## src/rtl/event_decoder.sv

```systemverilog
// event_decoder: detects new classifier event words, buffers them in a FIFO
// and presents them one at a time on a valid/ready output port.
// Build option: define EVENT_DECODER_FILTER_EN to drop class-0 events and
// events shorter than MIN_DURATION before they reach the FIFO.
module event_decoder #(
    parameter int unsigned FIFO_DEPTH   = 4,
    parameter int unsigned MIN_DURATION = 2
) (
    input  logic        clk,
    input  logic        rst,
    input  logic [31:0] event_in,
    output logic        evt_valid,
    input  logic        evt_ready,
    output logic [3:0]  evt_class,
    output logic [11:0] evt_duration,
    output logic [15:0] evt_timestamp,
    output logic        overflow,
    output logic [15:0] event_count
);

    localparam int unsigned PTR_W    = $clog2(FIFO_DEPTH);
    localparam int unsigned PTR_BITS = PTR_W + 1;
    localparam int unsigned CNT_W    = 16;
    localparam int unsigned DUR_W    = 12;

    typedef struct packed {
        logic [3:0]  cls;
        logic [11:0] dur;
        logic [15:0] ts;
    } evt_t;

    typedef enum logic {
        S_EMPTY = 1'b0,
        S_HOLD  = 1'b1
    } state_t;

    // Reject parameter values the pointer arithmetic and duration field cannot represent
    if (FIFO_DEPTH < 2 || FIFO_DEPTH > 16 || (FIFO_DEPTH & (FIFO_DEPTH - 1)) != 0) begin : g_bad_depth
        $error("event_decoder: FIFO_DEPTH must be a power of two in 2..16");
    end
    if (MIN_DURATION > 4095) begin : g_bad_min_duration
        $error("event_decoder: MIN_DURATION must fit the 12-bit duration field");
    end

    logic [31:0]         r_last_word;
    logic                r_stage_vld;
    evt_t                r_stage;
    evt_t                r_mem [FIFO_DEPTH];
    logic [PTR_BITS-1:0] r_wr_ptr;
    logic [PTR_BITS-1:0] r_rd_ptr;
    logic                r_overflow;
    logic [CNT_W-1:0]    r_count;
    state_t              r_state;
    evt_t                r_out;

    evt_t                w_word;
    logic                w_new;
    logic                w_keep;
    logic [PTR_BITS-1:0] w_level;
    logic                w_empty;
    logic                w_full;
    logic                w_has_next;
    logic                w_wr_en;
    logic                w_drop;
    state_t              w_state_nxt;
    logic                w_pop;
    logic                w_load;
    logic                w_load_next;
    logic [PTR_W-1:0]    w_rd_addr;

    assign w_word = evt_t'(event_in);
    assign w_new  = (event_in != 32'd0) && (event_in != r_last_word);

`ifdef EVENT_DECODER_FILTER_EN
    assign w_keep = w_new && (w_word.cls != 4'd0) && (w_word.dur >= DUR_W'(MIN_DURATION));
`else
    assign w_keep = w_new;
`endif

    // FIFO status; the extra pointer bit separates full from empty
    assign w_level    = r_wr_ptr - r_rd_ptr;
    assign w_empty    = (r_wr_ptr == r_rd_ptr);
    assign w_full     = (r_wr_ptr[PTR_W] != r_rd_ptr[PTR_W]) &&
                        (r_wr_ptr[PTR_W-1:0] == r_rd_ptr[PTR_W-1:0]);
    assign w_has_next = (w_level > PTR_BITS'(1));

    // A pop in the same cycle frees the slot for a write into a full FIFO
    assign w_wr_en = r_stage_vld && (!w_full || w_pop);
    assign w_drop  = r_stage_vld && w_full && !w_pop;

    // The presented event stays at the FIFO head until accepted; load reads head or head+1
    assign w_rd_addr = r_rd_ptr[PTR_W-1:0] + PTR_W'(w_load_next);

    // Detection stage: remember last word and register new events
    always_ff @(posedge clk or negedge rst) begin
        if (!rst) begin
            r_last_word <= '0;
            r_stage_vld <= 1'b0;
            r_stage     <= '0;
        end else begin
            r_last_word <= event_in;
            r_stage_vld <= w_keep;
            if (w_keep) begin
                r_stage <= w_word;
            end
        end
    end

    // FIFO storage, no reset needed since the pointers qualify every entry
    always_ff @(posedge clk) begin
        if (w_wr_en) begin
            r_mem[r_wr_ptr[PTR_W-1:0]] <= r_stage;
        end
    end

    // FIFO pointers, event counter and sticky overflow
    always_ff @(posedge clk or negedge rst) begin
        if (!rst) begin
            r_wr_ptr   <= '0;
            r_rd_ptr   <= '0;
            r_count    <= '0;
            r_overflow <= 1'b0;
        end else begin
            r_wr_ptr   <= r_wr_ptr + PTR_BITS'(w_wr_en);
            r_rd_ptr   <= r_rd_ptr + PTR_BITS'(w_pop);
            r_count    <= r_count + CNT_W'(w_wr_en);
            r_overflow <= r_overflow | w_drop;
        end
    end

    // Output FSM state register
    always_ff @(posedge clk or negedge rst) begin
        if (!rst) begin
            r_state <= S_EMPTY;
        end else begin
            r_state <= w_state_nxt;
        end
    end

    // Output FSM next-state, pop and load decisions
    always_comb begin
        w_state_nxt = r_state;
        w_pop       = 1'b0;
        w_load      = 1'b0;
        w_load_next = 1'b0;
        case (r_state)
            S_EMPTY: begin
                if (!w_empty) begin
                    w_load      = 1'b1;
                    w_state_nxt = S_HOLD;
                end
            end
            S_HOLD: begin
                if (evt_ready) begin
                    w_pop = 1'b1;
                    if (w_has_next) begin
                        w_load      = 1'b1;
                        w_load_next = 1'b1;
                    end else begin
                        w_state_nxt = S_EMPTY;
                    end
                end
            end
            default: w_state_nxt = S_EMPTY;
        endcase
    end

    // Output payload register, only changes when a new entry is loaded
    always_ff @(posedge clk or negedge rst) begin
        if (!rst) begin
            r_out <= '0;
        end else if (w_load) begin
            r_out <= r_mem[w_rd_addr];
        end
    end

    assign evt_valid     = (r_state == S_HOLD);
    assign evt_class     = r_out.cls;
    assign evt_duration  = r_out.dur;
    assign evt_timestamp = r_out.ts;
    assign overflow      = r_overflow;
    assign event_count   = r_count;

endmodule

```

## config.mk

```make
export PLATFORM = sky130hd
export DESIGN_NAME = event_decoder
export DESIGN_NICKNAME = d
export VERILOG_FILES = /design/src/rtl/event_decoder.sv
export SDC_FILE = /design/constraint.sdc
export NUM_CORES = 1
export LEC_CHECK = 0
export ABC_CLOCK_PERIOD_IN_PS = 4400
export BUFFER_PORTS_ARGS = -buffer_cell sky130_fd_sc_hd__buf_2
export CORE_UTILIZATION = 50
export CTS_CLUSTER_DIAMETER = 100
export CTS_CLUSTER_SIZE = 10
export DETAILED_ROUTE_END_ITERATION = 16
export PLACE_DENSITY = 0.69
export SYNTH_ARGS = -nofsm -noshare
export SYNTH_HDL_FRONTEND = slang
export SYNTH_SLANG_ARGS = --single-unit
```

## constraint.sdc

```tcl
create_clock -name clk -period 4.4 [get_ports clk]
set_input_delay 0.44 -clock clk [delete_from_list [all_inputs] [get_ports clk]]
set_output_delay 0.44 -clock clk [all_outputs]
set_load 0.02 [all_outputs]
```

Word-level counts from Yosys, hierarchy flattened

Memories as Yosys holds them, arrays and structs flattened. A register that Yosys moved wholly into a read port is not among the register bits.
Cells that the tools add are included.

Register bits: 89
Output and inout bits: 50
Memory bits (writable): 128
Input bits: 35
Memory bits (read-only): 0
Bits in latches: 0
Memories kept: 1

Equal/unequal tests: 4
Multiply operators: 0
Reduce and logical (&&, ||, !) cells: 10
Muxes and demuxes: 11
Add/subtract/negate cells: 5
Order comparisons: 1
Bitwise operators: 2
Divide/modulo/power cells: 0
Shifts and indexed selects: 0

Memories:

| name  | depth | bits a word | read ports | clocked after memory_dff | write ports | line | text |
|---|---|---|---|---|---|---|---|
| r_mem | 4     | 32          | 1          | 1                        | 1           | 48   | `evt_t r_mem [FIFO_DEPTH];` |

Operators with widths:

| cell               | number |
|---|---|
| $ne 32x32->1       | 1 |
| $reduce_bool 32->1 | 1 |
| $add 16x1->16      | 1 |
| $mux 1             | 9 |
| $add 3x1->3        | 2 |
| $logic_and 1x1->1  | 5 |
| $pmux 1 s2         | 2 |
| $eq 3x3->1         | 1 |
| $gt 3x1->1 const B | 1 |
| $logic_not 1->1    | 3 |
| $sub 3x3->3        | 1 |
| $add 2x1->2        | 1 |
| $eq 2x2->1         | 1 |
| $logic_or 1x1->1   | 1 |
| $ne 1x1->1         | 1 |
| $not 1->1          | 1 |
| $or 1x1->1         | 1 |

Logic depth before layout (Yosys ltp)

Gate-level depths: netlist of the first run.

Word-level depth: 7
Gate-level depth with buffers: 11
Mapped depth without buffers: 11

Worst setup path after synthesis of the first run

Ideal clock, no wire load.

Kind: register to register
Start: register r_wr_ptr[0]
End: register, netlist name evt_class[0]
Data required time: 4.275 ns
Path slack: 1.409 ns
Arrival: 2.866 ns
Stages on the path, launching flop included: 11
Cell sequence: dfrtp_1 -> inv_1 -> ha_1 -> fa_1 -> xnor2_1 -> a21boi_2 -> ha_1 -> clkbuf_1 -> buf_2 -> mux4_2 -> mux2_4

Word-level cells in the longest chain between the ends: 6
Elaborated cells between the ends (all ways): 9
Classes of those cells: 2 x add/sub; 1 x order compare; 1 x eq/ne; 5 x mux

RTL lines:

| element                | line | text |
|---|---|---|
| start, declared        | 49   | `logic [PTR_BITS-1:0] r_wr_ptr;` |
| start signal, assigned | 124  | `r_wr_ptr <= r_wr_ptr + PTR_BITS'(w_wr_en);` |
| $sub 3x3->3            | 81   | `assign w_level = r_wr_ptr - r_rd_ptr;` |
| $gt 3x1->1             | 85   | `assign w_has_next = (w_level > PTR_BITS'(1));` |
| $mux 1                 | 156  | `if (w_has_next) begin` |
| $mux 1                 | 154  | `if (evt_ready) begin` |
| $mux 1                 | 146  | `case (r_state)` |
| $add 2x1->2            | 92   | `assign w_rd_addr = r_rd_ptr[PTR_W-1:0] + PTR_W'(w_load_next);` |

Several ways; a longest one is shown, not always the timed one.
A chain may end at the register's enable or synchronous reset.

Worst setup path in the final report of the first run

Start: register r_wr_ptr[0]
End: register, netlist name evt_timestamp[12]

Word-level cells in the longest chain between the ends: 6
Elaborated cells between the ends (all ways): 9
Classes of those cells: 2 x add/sub; 1 x order compare; 1 x eq/ne; 5 x mux

RTL lines:

| element     | line |
|---|---|
| $sub 3x3->3 | 81 |
| $gt 3x1->1  | 85 |
| $mux 1      | 156 |
| $mux 1      | 154 |
| $mux 1      | 146 |
| $add 2x1->2 | 92 |

Several ways; a longest one is shown, not always the timed one.

==> reports/metrics.json, run 1 <==
{
  "cells_and_area": {
    "multi_input_comb_area_sq_mm": 0.002616,
    "drive_above_1_share_pct": 37.10,
    "final_core_utilization_pct": 59.81,
    "finalNetCount": 643,
    "final_area_sq_mm": 0.01119,
    "fill_cells": 1362,
    "diode_insertion_count_for_antenna_repair": 0,
    "area.sequential_sq_mm": 0.006872,
    "layoutNonFillerInstCount": 854,
    "area.growth.synth_to_final_pct": 16.87,
    "final_common_cell": "sky130_fd_sc_hd__edfxtp_1",
    "mostFrequentLayoutCells": "sky130_fd_sc_hd__edfxtp_1 (128), sky130_fd_sc_hd__dfrtp_1 (121), sky130_fd_sc_hd__buf_2 (83), sky130_fd_sc_hd__mux2_4 (58), sky130_fd_sc_hd__xnor2_1 (45)"
  },
  "drt": {
    "detail-route-antenna-nets": 0,
    "drt_first_iter_violations": 276,
    "drtPass1Iterations": 4,
    "drcViolationCount": 0,
    "detailroute.via_count": 4616,
    "totalWireLength_microns": 18290,
    "wl_per_cell_microns": 21.42,
    "viasPerCell": 5.405
  },
  "placed_design": {
    "dp_slack_ns": 0.9908,
    "dpl_cell_area_sq_mm": 0.01037,
    "placedCellCount": 801,
    "dp.final_hpwl_microns": 11730,
    "buffer_ports.inserted": 84,
    "globalplace.congestion": 0.7586
  },
  "sta": {
    "max_freq_mhz": 298.6,
    "final_period_utilization_pct": 76.11,
    "grt_setup_unrepaired": "no",
    "totalNegativeSetupSlack_ns": 0,
    "timing.slew.headroom_pct": 32.05,
    "slew_viol_final": 0,
    "finalWorstPathRequiredPeriod_ns": 3.349,
    "count_of_endpoints_failing_hold_in_the_final_timing_report": 0,
    "timing_worst_slew_pin_value_ns": 1.018,
    "fin_worst_skew_ns": 0.009747,
    "final-setup-viol-count": 0,
    "post-route-worst-setup-slack_ns": 1.051
  },
  "power_and_ir_drop": {
    "internal_power_mw": 6.381,
    "power_switching_mw": 2.880,
    "seq_power_share_pct": 38.8,
    "power.share.combinational_pct": 38.9,
    "max-vdd-ir-drop_uv": 466.4,
    "power_density_mw_per_mm2": 827.8,
    "leakage_nw": 4.506,
    "swShare_pct": 31.10,
    "pwr-share-clk_pct": 22.4
  },
  "yosys": {
    "syn_area_sq_mm": 0.009573,
    "syn_avg_cell_area_sq_um": 19.82,
    "synthesis.nets": 528,
    "ys_types": 32,
    "synthesis_stage_register_bit_count": 249,
    "count_of_mapped_cells_out_of_synthesis": 483,
    "ys.warnings.count": 0,
    "synth_top_cell_area_share_pct": 40.15,
    "yosysTopAreaCell": "sky130_fd_sc_hd__edfxtp_1",
    "synth_top_cells_by_area": "sky130_fd_sc_hd__edfxtp_1 (40%), sky130_fd_sc_hd__dfrtp_1 (32%), sky130_fd_sc_hd__mux2_4 (9.1%), sky130_fd_sc_hd__mux4_2 (7.5%), sky130_fd_sc_hd__xnor2_1 (4.1%)",
    "yosysSeqAreaShare_pct": 71.78
  },
  "worst_setup_path": {
    "required_ns": 4.81,
    "crit_type": "flip-flop to flip-flop",
    "critPathCaptureType": "flip-flop",
    "crit_fanout": 14,
    "path_cells": "inv_1 > ha_1 > fa_1 > xnor2_1 > a21boi_2 > ha_2 > buf_4 > mux4_2 > mux2_4",
    "cp_slowest_stage_delay_ns": 0.70,
    "cell_family_with_the_largest_share_of_critical_path_delay": "adder cells",
    "timing.critical_path.from_type": "flip-flop",
    "critical_path.n_buffers_inverters": 2,
    "critPathSlowestCell": "sky130_fd_sc_hd__ha_2",
    "cp.arrival_ns": 3.76
  },
  "clocking": {
    "deepest_clock_path_buffer_count": 3,
    "post_cts_resize_count": 0,
    "post_cts.repair.setup_buffers": 0,
    "cts_tree": "yes",
    "ctsRootBufferMaster": "sky130_fd_sc_hd__clkbuf_16",
    "clock_sink_count": 249,
    "cts_buffers": 28,
    "clkTransAtPathRegs_ns": 0.06,
    "clock_tree.htree_level_count": 1,
    "clock_insertion_delay_worst_skew_ns": 0.53
  },
  "grt": {
    "gr-usage-all-layers_pct": 19.64,
    "via_count_of_the_first_global_routing_pass": 4956,
    "global_route_wire_length_before_repair_microns": 29020,
    "grt_start_max_net_pins": 50,
    "globalRouteOverflowTotal": 0,
    "antenna_violations_before_repair": 0
  },
  "floorplanning": {
    "fp-row-count": 50,
    "floorplan.die.width_microns": 140.4,
    "start_util_pct": 51.18,
    "core_area_sq_mm": 0.01871,
    "dieArea_sq_mm": 0.01970,
    "io_pins": 85,
    "floorplan.die.height_microns": 140.4
  },
  "run": {
    "timing.max_cap.violations": 0
  },
  "outcome": {
    "status": "completed"
  },
  "worst_hold_path": {
    "hold_class": "primary input to flip-flop"
  }
}
[cell usage after synthesis]
| library cell | n |
|---|---|
| sky130_fd_sc_hd__a21o_1 | 1 |
| sky130_fd_sc_hd__nand4_1 | 11 |
| sky130_fd_sc_hd__nor4_2 | 1 |
| sky130_fd_sc_hd__xnor2_1 | 45 |
| sky130_fd_sc_hd__and2_1 | 1 |
| sky130_fd_sc_hd__nand3_1 | 8 |
| sky130_fd_sc_hd__xor2_2 | 1 |
| sky130_fd_sc_hd__nor3_1 | 1 |
| sky130_fd_sc_hd__nor4_1 | 9 |
| sky130_fd_sc_hd__clkbuf_1 | 4 |
| sky130_fd_sc_hd__xor2_1 | 5 |
| sky130_fd_sc_hd__and3_1 | 6 |
| sky130_fd_sc_hd__buf_6 | 6 |
| sky130_fd_sc_hd__nor2b_1 | 1 |
| sky130_fd_sc_hd__a31oi_1 | 1 |
| sky130_fd_sc_hd__and4_1 | 1 |
| sky130_fd_sc_hd__a21oi_2 | 1 |
| sky130_fd_sc_hd__o2bb2ai_1 | 1 |
| sky130_fd_sc_hd__ha_1 | 9 |
| sky130_fd_sc_hd__a21boi_2 | 1 |
| sky130_fd_sc_hd__inv_1 | 4 |
| sky130_fd_sc_hd__nand2_1 | 8 |
| sky130_fd_sc_hd__nor2_1 | 7 |
| sky130_fd_sc_hd__mux2_4 | 58 |
| sky130_fd_sc_hd__edfxtp_1 | 128 |
| sky130_fd_sc_hd__nor2_2 | 1 |
| sky130_fd_sc_hd__buf_2 | 3 |
| sky130_fd_sc_hd__dfrtp_1 | 121 |
| sky130_fd_sc_hd__fa_1 | 1 |
| sky130_fd_sc_hd__nor3b_1 | 1 |
| sky130_fd_sc_hd__mux2_2 | 5 |
| sky130_fd_sc_hd__mux4_2 | 32 |
[layout make-up]
type | count | area share (%)
Clock buffer | 52 | 7.258
Inverter | 4 | 0.1342
Multi-Input combinational cell | 217 | 23.38
Sequential cell | 249 | 61.42
Tap cell | 234 | 2.617
Timing Repair Buffer | 98 | 5.189
[power by group through the flow]
stage               Clock (mW)  Sequential, mW  Combinational, mW
floorplan                    0            3.80               2.43
finish                    2.07            3.59               3.60
global route              2.21            3.67               3.87
detailed placement           0            3.63               3.67
global placement             0            3.59               3.59
CTS                       2.11            3.60               3.69
[final timing paths]
check                      cells past startpoint                             to  slack, ns             startpoint
setup / recovery                               9  evt_timestamp[12]$_DFFE_PN0P_       1.05  r_wr_ptr[0]$_DFF_PN0_
hold / removal                                 1      r_last_word[21]$_DFF_PN0_       0.09           event_in[21]
setup reg to reg                               9  evt_timestamp[12]$_DFFE_PN0P_       1.05  r_wr_ptr[0]$_DFF_PN0_
hold reg to reg                                1             overflow$_DFF_PN0_       0.46     overflow$_DFF_PN0_
max in group asynchronous                      3      r_last_word[25]$_DFF_PN0_       2.88                    rst
min in group asynchronous                      2       event_count[5]$_DFF_PN0_       0.45                    rst
[per-stage QoR]
step / total power [mW] / hold slack, ns
floorplan: 6.235 / 0.1444
global placement: 7.174 / 0.4385
detailed placement: 7.301 / 0.4523
CTS: 9.404 / 0.07370
global route: 9.750 / 0.07062
finish: 9.262 / 0.08672
[state kept, by name (all words and copies together), names as in the netlist]
name,count
evt_duration,12
r_stage_vld,1
r_wr_ptr,3
evt_timestamp,16
evt_valid,1
event_count,16
r_stage,32
overflow,1
r_rd_ptr,3
evt_class,4
r_mem,128
r_last_word,32
[layer usage]
layer  vias to the layer above  part of all wire (%)  routed length (microns)  global-route usage, %
met5                         -                     0                        0                      0
met2                       121                    49                     8936                  32.21
met4                         0                   1.4                      263                  5.032
met3                        23                   4.9                      904                  3.863
met1                      2403                    45                     8185                  27.15
li1                       2069                     -                        -                      -
[repair_timing]
item | in CTS | in global routing
endpoints found under the setup margin | 0 | 0
hold endpoints to repair | 40 | 0
hold buffers | 1 | 0
[logic make-up (layout without fill, tap and decap cells)]
kind of cell	count (synthesis)	in the layout	synth area share (%)
compound gates	5	5	0.4445
fa+ha+maj	10	10	1.385
simple gates	56	56	3.255
mux	95	95	17.21
xor+xnor	51	51	4.745
flops	249	249	71.78
buf+inv	17	154	1.176
Note: power is estimated with default switching activity, not from simulation.
==> run 2, diff against run 1 <==
- ABC_CLOCK_PERIOD_IN_PS: 4400 -> 3020
- PLACE_DENSITY: 0.69 -> 0.71
- clock period: 4.4 -> 3.02 ns (I/O delays scaled with it)
==> run 2 against run 1 <==
Against the previous run: setup slack worse by 0.91 ns; combinational power up 51%; hold slack better by 0.18 ns; non-clock buffer count up 32; sequential cell count unchanged; cell area up 3.2%; clock power up 44%; critical path depth up 1; core utilization up 1.9 points.
==> reports/metrics.json, run 2 (same netlist as run 1, synthesis figures left out) <==
{
  "grt": {
    "globalRouteOverflowTotal": {"value": 0, "change": "unchanged"},
    "gr-usage-all-layers": {"value": 19.90, "unit": "%", "change": "was 19.64%"},
    "global_route_wire_length_before_repair": {"value": 29600, "unit": "microns", "change": "was 29,020 microns"},
    "antenna_violations_before_repair": {"value": 0, "change": "unchanged"},
    "grt_start_max_net_pins": {"value": 79, "change": "was 50"},
    "via_count_of_the_first_global_routing_pass": {"value": 5265, "change": "was 4,956"}
  },
  "drt": {
    "drcViolationCount": {"value": 0, "change": "unchanged"},
    "drt_first_iter_violations": {"value": 322, "change": "was 276"},
    "detail-route-antenna-nets": {"value": 0, "change": "unchanged"},
    "totalWireLength": {"value": 18550, "unit": "microns", "change": "was 18,290 microns"},
    "wl_per_cell": {"value": 20.94, "unit": "microns", "change": "was 21.42 microns"},
    "detailroute.via_count": {"value": 4752, "change": "was 4,616"},
    "drtPass1Iterations": {"value": 4, "change": "unchanged"},
    "viasPerCell": {"value": 5.363, "change": "was 5.405"}
  },
  "cells_and_area": {
    "final_common_cell": {"value": "sky130_fd_sc_hd__edfxtp_1", "change": "unchanged"},
    "mostFrequentLayoutCells": {"value": "sky130_fd_sc_hd__edfxtp_1 (128), sky130_fd_sc_hd__dfrtp_1 (121), sky130_fd_sc_hd__buf_2 (83), sky130_fd_sc_hd__mux2_4 (58), sky130_fd_sc_hd__xnor2_1 (44)", "change": "was sky130_fd_sc_hd__edfxtp_1 (128), sky130_fd_sc_hd__dfrtp_1 (121), sky130_fd_sc_hd__buf_2 (83), sky130_fd_sc_hd__mux2_4 (58), sky130_fd_sc_hd__xnor2_1 (45)"},
    "diode_insertion_count_for_antenna_repair": {"value": 0, "change": "unchanged"},
    "area.sequential": {"value": 0.006872, "unit": "sq mm", "change": "unchanged"},
    "largest_register_ff_count": {"value": 128, "change": "unchanged"},
    "final_area": {"value": 0.01155, "unit": "sq mm", "change": "was 0.01119 sq mm"},
    "fill_cells": {"value": 1300, "change": "was 1,362"},
    "final_core_utilization": {"value": 61.73, "unit": "%", "change": "was 59.81%"},
    "finalNetCount": {"value": 675, "change": "was 643"},
    "drive_above_1_share": {"value": 35.43, "unit": "%", "change": "was 37.10%"},
    "multi_input_comb_area": {"value": 0.002634, "unit": "sq mm", "change": "was 0.002616 sq mm"},
    "area.growth.synth_to_final": {"value": 20.61, "unit": "%", "change": "was 16.87%"}
  },
  "clocking": {
    "cts_buffers": {"value": 28, "change": "unchanged"},
    "cts_tree": {"value": "yes", "change": "unchanged"},
    "clkTransAtPathRegs": {"value": 0.06, "unit": "ns", "change": "about the same"},
    "clock_tree.htree_level_count": {"value": 1, "change": "unchanged"},
    "ctsRootBufferMaster": {"value": "sky130_fd_sc_hd__clkbuf_16", "change": "unchanged"},
    "deepest_clock_path_buffer_count": {"value": 3, "change": "unchanged"},
    "clock_sink_count": {"value": 249, "change": "unchanged"},
    "clock_insertion_delay_worst_skew": {"value": 0.54, "unit": "ns", "change": "was 0.53 ns"}
  },
  "worst_setup_path": {
    "crit_fanout": {"value": 19, "change": "was 14"},
    "worstRegToRegCells": {"value": 10, "change": "was 9"},
    "critical_path.reg2reg.endpoint": {"value": "evt_duration[5]$_DFFE_PN0P_", "change": "was evt_timestamp[12]$_DFFE_PN0P_"},
    "cp.arrival": {"value": 3.29, "unit": "ns", "change": "was 3.76 ns"},
    "reg2reg_setup_slack": {"value": 0.15, "unit": "ns", "change": "was 1.05 ns"},
    "worst_r2r_startpoint": {"value": "r_wr_ptr[0]$_DFF_PN0_", "change": "unchanged"},
    "timing.critical_path.from_type": {"value": "flip-flop", "change": "unchanged"},
    "required": {"value": 3.44, "unit": "ns", "change": "was 4.81 ns"},
    "critPathCaptureType": {"value": "flip-flop", "change": "unchanged"},
    "crit_type": {"value": "flip-flop to flip-flop", "change": "unchanged"}
  },
  "worst_hold_path": {
    "timing.hold.worst.start": {"value": "evt_ready", "change": "was event_in[21]"},
    "timing.hold.worst_endpoint": {"value": "r_rd_ptr[0]$_DFF_PN0_", "change": "was r_last_word[21]$_DFF_PN0_"},
    "cells_on_worst_hold_path": {"value": 3, "change": "was 1"},
    "hold_class": {"value": "primary input to flip-flop", "change": "unchanged"}
  },
  "sta": {
    "grt_setup_unrepaired": {"value": "no", "change": "unchanged"},
    "final-setup-viol-count": {"value": 0, "change": "unchanged"},
    "totalNegativeSetupSlack": {"value": 0, "unit": "ns", "change": "unchanged"},
    "timing_worst_slew_pin_value": {"value": 0.7630, "unit": "ns", "change": "was 1.018 ns"},
    "slew_viol_final": {"value": 0, "change": "unchanged"},
    "timing.slew.headroom": {"value": 49.02, "unit": "%", "change": "was 32.05%"},
    "count_of_endpoints_failing_hold_in_the_final_timing_report": {"value": 0, "change": "unchanged"},
    "fin_worst_skew": {"value": 0.01109, "unit": "ns", "change": "was 0.009747 ns"},
    "finalWorstPathRequiredPeriod": {"value": 2.874, "unit": "ns", "change": "was 3.349 ns"},
    "final_period_utilization": {"value": 95.17, "unit": "%", "change": "was 76.11%"},
    "max_freq": {"value": 347.9, "unit": "MHz", "change": "was 298.6 MHz"}
  },
  "floorplanning": {
    "floorplan.die.width": {"value": 140.4, "unit": "microns", "change": "unchanged"},
    "core_area": {"value": 0.01871, "unit": "sq mm", "change": "unchanged"},
    "floorplan.die.height": {"value": 140.4, "unit": "microns", "change": "unchanged"},
    "start_util": {"value": 51.18, "unit": "%", "change": "unchanged"},
    "io_pins": {"value": 85, "change": "unchanged"},
    "fp-row-count": {"value": 50, "change": "unchanged"},
    "dieArea": {"value": 0.01970, "unit": "sq mm", "change": "unchanged"}
  },
  "placed_design": {
    "buffer_ports.inserted": {"value": 84, "change": "unchanged"},
    "dp.final_hpwl": {"value": 11330, "unit": "microns", "change": "was 11,730 microns"},
    "globalplace.congestion": {"value": 0.7948, "change": "was 0.7586"},
    "dpl_cell_area": {"value": 0.01036, "unit": "sq mm", "change": "was 0.01037 sq mm"}
  },
  "run": {
    "timing.max_cap.violations": {"value": 0, "change": "unchanged"}
  },
  "power_and_ir_drop": {
    "max-vdd-ir-drop": {"value": 708.3, "unit": "uV", "change": "was 466.4 uV"},
    "leakage": {"value": 4.657, "unit": "nW", "change": "was 4.506 nW"},
    "power_density": {"value": 1183, "unit": "mW/mm^2", "change": "was 827.8 mW/mm^2"}
  },
  "outcome": {
    "status": {"value": "completed", "change": "unchanged"}
  }
}
==> run 2: cell types whose count changed in the layout (fill, tap and decap cells not counted), sizes merged <==
| cell | before | now |
|---|---|---|
| buf | 97 | 96 |
| dlygate4sd3 | 1 | 33 |
| clkinv | 0 | 1 |
==> run 2: layout make-up <==
| cell class | count | area share (%) |
|---|---|---|
| repair buffers | 130 | 8.052 |
| clock buffers | 51 | 6.816 |
| well taps | 234 | 2.536 |
| inverters | 4 | 0.1300 |
| flip-flops and latches | 249 | 59.51 |
| multi-input cells | 217 | 22.81 |
| clock inverters | 1 | 0.1409 |
==> run 2: stage by stage <==
| step | setup WS (ns) | hold WS, ns | power (mW) | std cells |
|---|---|---|---|---|
| after floorplan | 0.02891 | 0.006409 | 9.084 | 483 |
| after global placement | 0.1488 | 0.3517 | 10.35 | 800 |
| after detailed placement | 0.06150 | 0.3632 | 10.59 | 800 |
| after CTS | 0.05507 | 0.2302 | 13.64 | 885 |
| after global routing | 0.01050 | 0.2742 | 14.36 | 886 |
| final | 0.1460 | 0.2700 | 13.66 | 886 |
==> run 2: timing repair <==
item | CTS | global route
setup endpoints to repair | 0 | 32
endpoints found under the hold margin | 75 | 0
gates resized for setup | 0 | 5
hold buffers | 33 | 0
setup buffers | 0 | 0
==> run 2: metal layers <==
metal,wire length (microns),up-vias,GRT usage (%)
met3,913,28,3.111
met1,7770,2466,26.05
met4,344,0,5.957
met2,9525,123,34.53
li1,-,2135,-
met5,0,-,0
==> run 2: power breakdown <==
| group | internal, mW | switching, mW | total (mW) |
|---|---|---|---|
| logic | 2.87 | 2.56 | 5.43 |
| registers | 4.80 | 0.433 | 5.24 |
| clock network | 1.74 | 1.25 | 2.99 |
| total | 9.41 | 4.25 | 13.7 |
==> run 2: worst max path at each step <==
stage                     startpoint  cells after the start                           end  slack [ns]
5_1_grt        r_wr_ptr[0]$_DFF_PN0_                      9  evt_timestamp[7]$_DFFE_PN0P_        0.01
2_1_floorplan  r_wr_ptr[0]$_DFF_PN0_                     10      evt_class[0]$_DFFE_PN0P_        0.03
3_3_place_gp   r_wr_ptr[0]$_DFF_PN0_                      9   evt_duration[5]$_DFFE_PN0P_        0.15
3_5_place_dp   r_wr_ptr[0]$_DFF_PN0_                      9   evt_duration[5]$_DFFE_PN0P_        0.06
4_1_cts        r_wr_ptr[0]$_DFF_PN0_                      9   evt_duration[5]$_DFFE_PN0P_        0.06
6_report       r_wr_ptr[0]$_DFF_PN0_                     10   evt_duration[5]$_DFFE_PN0P_        0.15
==> run 2: worst max-delay path, stage by stage, from the launching register on <==
cell                       delay [ns]
sky130_fd_sc_hd__dfrtp_1         0.37
sky130_fd_sc_hd__inv_1           0.08
sky130_fd_sc_hd__ha_1            0.21
sky130_fd_sc_hd__fa_1            0.41
sky130_fd_sc_hd__xnor2_2         0.17
sky130_fd_sc_hd__a21boi_2        0.27
sky130_fd_sc_hd__ha_4            0.19
sky130_fd_sc_hd__xor2_2          0.21
sky130_fd_sc_hd__buf_8           0.24
sky130_fd_sc_hd__mux4_2          0.34
sky130_fd_sc_hd__mux2_4          0.28
==> run 3, diff against run 2 <==
- CORE_UTILIZATION: 50 -> 53
- PLACE_DENSITY: 0.71 -> 0.75
==> run 3 against run 2 <==
Against the previous run: non-clock buffer count rose by 7; die area shrank 5.6%; via count rose by 1.6%; clock skew rose by 0.0078 ns; cell area is 0.26% higher; sequential share of layout area is 0.15 points lower; wire length rose by 0.23%.
==> reports/metrics.json, run 3 (same netlist as run 1, synthesis figures left out) <==
{
  "cells_and_area": {
    "finalNetCount": {"value": 682, "change": "was 675"},
    "largest_register_ff_count": {"value": 128, "change": "unchanged"},
    "final_common_cell": {"value": "sky130_fd_sc_hd__edfxtp_1", "change": "unchanged"},
    "final_area": {"value": 0.01158, "unit": "sq mm", "change": "was 0.01155 sq mm"},
    "diode_insertion_count_for_antenna_repair": {"value": 0, "change": "unchanged"},
    "drive_above_1_share": {"value": 36.17, "unit": "%", "change": "was 35.43%"},
    "mostFrequentLayoutCells": {"value": "sky130_fd_sc_hd__edfxtp_1 (128), sky130_fd_sc_hd__dfrtp_1 (121), sky130_fd_sc_hd__buf_2 (83), sky130_fd_sc_hd__mux2_4 (58), sky130_fd_sc_hd__xnor2_1 (44)", "change": "unchanged"},
    "area.growth.synth_to_final": {"value": 20.93, "unit": "%", "change": "was 20.61%"}
  },
  "worst_setup_path": {
    "startpoint": {"value": "r_wr_ptr[0]$_DFF_PN0_", "change": "unchanged"},
    "reg2reg_setup_slack": {"value": 0.20, "unit": "ns", "change": "was 0.15 ns"},
    "cp-endpoint": {"value": "evt_timestamp[4]$_DFFE_PN0P_", "change": "was evt_duration[5]$_DFFE_PN0P_"},
    "critical_path.n_buffers_inverters": {"value": 2, "change": "unchanged"},
    "critPathCaptureType": {"value": "flip-flop", "change": "unchanged"},
    "cp_slowest_stage_delay": {"value": 0.53, "unit": "ns", "change": "was 0.41 ns"},
    "worst_r2r_startpoint": {"value": "r_wr_ptr[0]$_DFF_PN0_", "change": "unchanged"},
    "cp.arrival": {"value": 3.22, "unit": "ns", "change": "was 3.29 ns"},
    "cell_family_with_the_largest_share_of_critical_path_delay": {"value": "adder cells", "change": "unchanged"},
    "path_cells": {"value": "inv_1 > ha_1 > fa_1 > xnor2_2 > a21boi_2 > ha_4 > buf_12 > mux4_2 > mux2_4", "change": "was inv_1 > ha_1 > fa_1 > xnor2_2 > a21boi_2 > ha_4 > xor2_2 > buf_8 > mux4_2 > mux2_4"},
    "required": {"value": 3.41, "unit": "ns", "change": "was 3.44 ns"},
    "critical_path.reg2reg.endpoint": {"value": "evt_timestamp[4]$_DFFE_PN0P_", "change": "was evt_duration[5]$_DFFE_PN0P_"},
    "worstSetupPathDepth": {"value": 9, "change": "was 10"},
    "crit_fanout": {"value": 9, "change": "was 19"},
    "crit_type": {"value": "flip-flop to flip-flop", "change": "unchanged"},
    "worstRegToRegCells": {"value": 9, "change": "was 10"},
    "critPathSlowestCell": {"value": "sky130_fd_sc_hd__mux4_2", "change": "was sky130_fd_sc_hd__fa_1"},
    "timing.critical_path.from_type": {"value": "flip-flop", "change": "unchanged"}
  },
  "drt": {
    "drt_first_iter_violations": {"value": 213, "change": "was 322"},
    "viasPerCell": {"value": 5.465, "change": "was 5.363"},
    "wl_per_cell": {"value": 21.06, "unit": "microns", "change": "was 20.94 microns"},
    "drcViolationCount": {"value": 0, "change": "unchanged"},
    "detailroute.via_count": {"value": 4826, "change": "was 4,752"},
    "totalWireLength": {"value": 18600, "unit": "microns", "change": "was 18,550 microns"},
    "detail-route-antenna-nets": {"value": 0, "change": "unchanged"},
    "drtPass1Iterations": {"value": 4, "change": "unchanged"}
  },
  "sta": {
    "final_period_utilization": {"value": 93.54, "unit": "%", "change": "was 95.17%"},
    "fin_worst_skew": {"value": 0.01890, "unit": "ns", "change": "was 0.01109 ns"},
    "slew_viol_final": {"value": 0, "change": "unchanged"},
    "timing_worst_slew_pin_value": {"value": 0.6445, "unit": "ns", "change": "was 0.7630 ns"},
    "grt_setup_unrepaired": {"value": "no", "change": "unchanged"},
    "max_freq": {"value": 354.0, "unit": "MHz", "change": "was 347.9 MHz"},
    "count_of_endpoints_failing_hold_in_the_final_timing_report": {"value": 0, "change": "unchanged"},
    "totalNegativeSetupSlack": {"value": 0, "unit": "ns", "change": "unchanged"},
    "final-setup-viol-count": {"value": 0, "change": "unchanged"},
    "timing.slew.headroom": {"value": 56.63, "unit": "%", "change": "was 49.02%"},
    "finalWorstPathRequiredPeriod": {"value": 2.825, "unit": "ns", "change": "was 2.874 ns"}
  },
  "placed_design": {
    "dpl_cell_area": {"value": 0.01041, "unit": "sq mm", "change": "was 0.01036 sq mm"},
    "dp.final_hpwl": {"value": 11610, "unit": "microns", "change": "was 11,330 microns"},
    "buffer_ports.inserted": {"value": 84, "change": "unchanged"},
    "globalplace.congestion": {"value": 0.7787, "change": "was 0.7948"}
  },
  "clocking": {
    "clkTransAtPathRegs": {"value": 0.06, "unit": "ns", "change": "about the same"},
    "ctsRootBufferMaster": {"value": "sky130_fd_sc_hd__clkbuf_16", "change": "unchanged"},
    "deepest_clock_path_buffer_count": {"value": 3, "change": "unchanged"},
    "clock_tree.htree_level_count": {"value": 1, "change": "unchanged"},
    "cts_buffers": {"value": 28, "change": "unchanged"},
    "clock_insertion_delay_worst_skew": {"value": 0.52, "unit": "ns", "change": "was 0.54 ns"},
    "cts_tree": {"value": "yes", "change": "unchanged"},
    "clock_sink_count": {"value": 249, "change": "unchanged"}
  },
  "power_and_ir_drop": {
    "max-vdd-ir-drop": {"value": 1081, "unit": "uV", "change": "was 708.3 uV"},
    "power_density": {"value": 1185, "unit": "mW/mm^2", "change": "was 1183 mW/mm^2"},
    "leakage": {"value": 4.687, "unit": "nW", "change": "was 4.657 nW"}
  },
  "floorplanning": {
    "floorplan.die.height": {"value": 136.4, "unit": "microns", "change": "was 140.4 microns"},
    "fp-row-count": {"value": 48, "change": "was 50"},
    "floorplan.die.width": {"value": 136.4, "unit": "microns", "change": "was 140.4 microns"},
    "dieArea": {"value": 0.01860, "unit": "sq mm", "change": "was 0.01970 sq mm"},
    "start_util": {"value": 54.78, "unit": "%", "change": "was 51.18%"},
    "core_area": {"value": 0.01748, "unit": "sq mm", "change": "was 0.01871 sq mm"},
    "io_pins": {"value": 85, "change": "unchanged"}
  },
  "grt": {
    "via_count_of_the_first_global_routing_pass": {"value": 5234, "change": "was 5,265"},
    "global_route_wire_length_before_repair": {"value": 29120, "unit": "microns", "change": "was 29,600 microns"},
    "gr-usage-all-layers": {"value": 21.12, "unit": "%", "change": "was 19.90%"},
    "globalRouteOverflowTotal": {"value": 0, "change": "unchanged"},
    "antenna_violations_before_repair": {"value": 0, "change": "unchanged"},
    "grt_start_max_net_pins": {"value": 54, "change": "was 79"}
  },
  "outcome": {
    "status": {"value": "completed", "change": "unchanged"}
  },
  "run": {
    "timing.max_cap.violations": {"value": 0, "change": "unchanged"}
  },
  "worst_hold_path": {
    "hold_class": {"value": "primary input to flip-flop", "change": "unchanged"},
    "timing.hold.worst.start": {"value": "evt_ready", "change": "unchanged"}
  }
}
## run 3: cell count changes in the layout (fill, tap and decap cells not counted)
cell / change
sky130_fd_sc_hd__buf_8: -1
sky130_fd_sc_hd__buf_4: +9
sky130_fd_sc_hd__buf_6: -1
sky130_fd_sc_hd__buf_12: +1
sky130_fd_sc_hd__clkinv_8: -1
sky130_fd_sc_hd__clkbuf_1: -1
## run 3: report_power, final
group          internal [mW]  leakage (nW)  switching (mW)
clock network           1.78         0.383            1.21
registers               4.80          2.62           0.439
logic                   2.92          1.68            2.57
## run 3: final cells by class
type	instances	area, sq um
flip-flops and latches	249	6872
fillers	1158	5901
multi-input cells	217	2634
repair buffers	137	965.9
clock buffers	51	808.3
well taps	225	281.5
inverters	4	15.01
## run 3: per-layer routing
metal / vias up / track usage [%] / wire (microns)
li1: 2143 / - / -
met3: 32 / 3.356 / 898
met4: 0 / 6.358 / 382
met5: - / 0 / 0
met2: 128 / 35.25 / 9270
met1: 2523 / 28.75 / 8043
## run 3: through the flow
| stage | instances | utilization (%) | hold WS (ns) | setup slack, ns | total power, mW |
|---|---|---|---|---|---|
| finish | 883 | 66.24 | 0.2407 | 0.1950 | 13.72 |
| global route | 883 | 66.24 | 0.2557 | 0.05791 | 14.39 |
| CTS | 882 | 66.09 | 0.1950 | 0.01627 | 13.80 |
| detailed placement | 798 | 59.58 | 0.3414 | 0.04634 | 10.74 |
| global placement | 798 | 59.58 | 0.3254 | 0.1392 | 10.56 |
| floorplan | 483 | - | 0.006409 | 0.02891 | 9.084 |
## run 3: worst min-delay path by stage
stage | endpoint | cells after the start | slack, ns
after floorplan | event_count[0]$_DFF_PN0_ | 0 | 0.006
after global placement | event_count[4]$_DFF_PN0_ | 1 | 0.33
after detailed placement | event_count[2]$_DFF_PN0_ | 1 | 0.34
after CTS | evt_valid$_DFF_PN0_ | 3 | 0.20
after global routing | evt_valid$_DFF_PN0_ | 3 | 0.26
final | evt_valid$_DFF_PN0_ | 3 | 0.24
## run 3: repair_timing
action	CTS	global route
setup endpoints to repair	0	32
hold buffers	33	0
setup buffers	0	1
gates resized for setup	0	2
hold endpoints to repair	69	0
## run 3: worst reg2reg max path: cells and delay by family, from the launching register on
family / cells / cell delay [ns]
buf+inv: 2 / 0.23
compound gates: 1 / 0.11
fa+ha+maj: 3 / 0.95
flops: 1 / 0.37
mux: 2 / 0.82
xor+xnor: 1 / 0.22
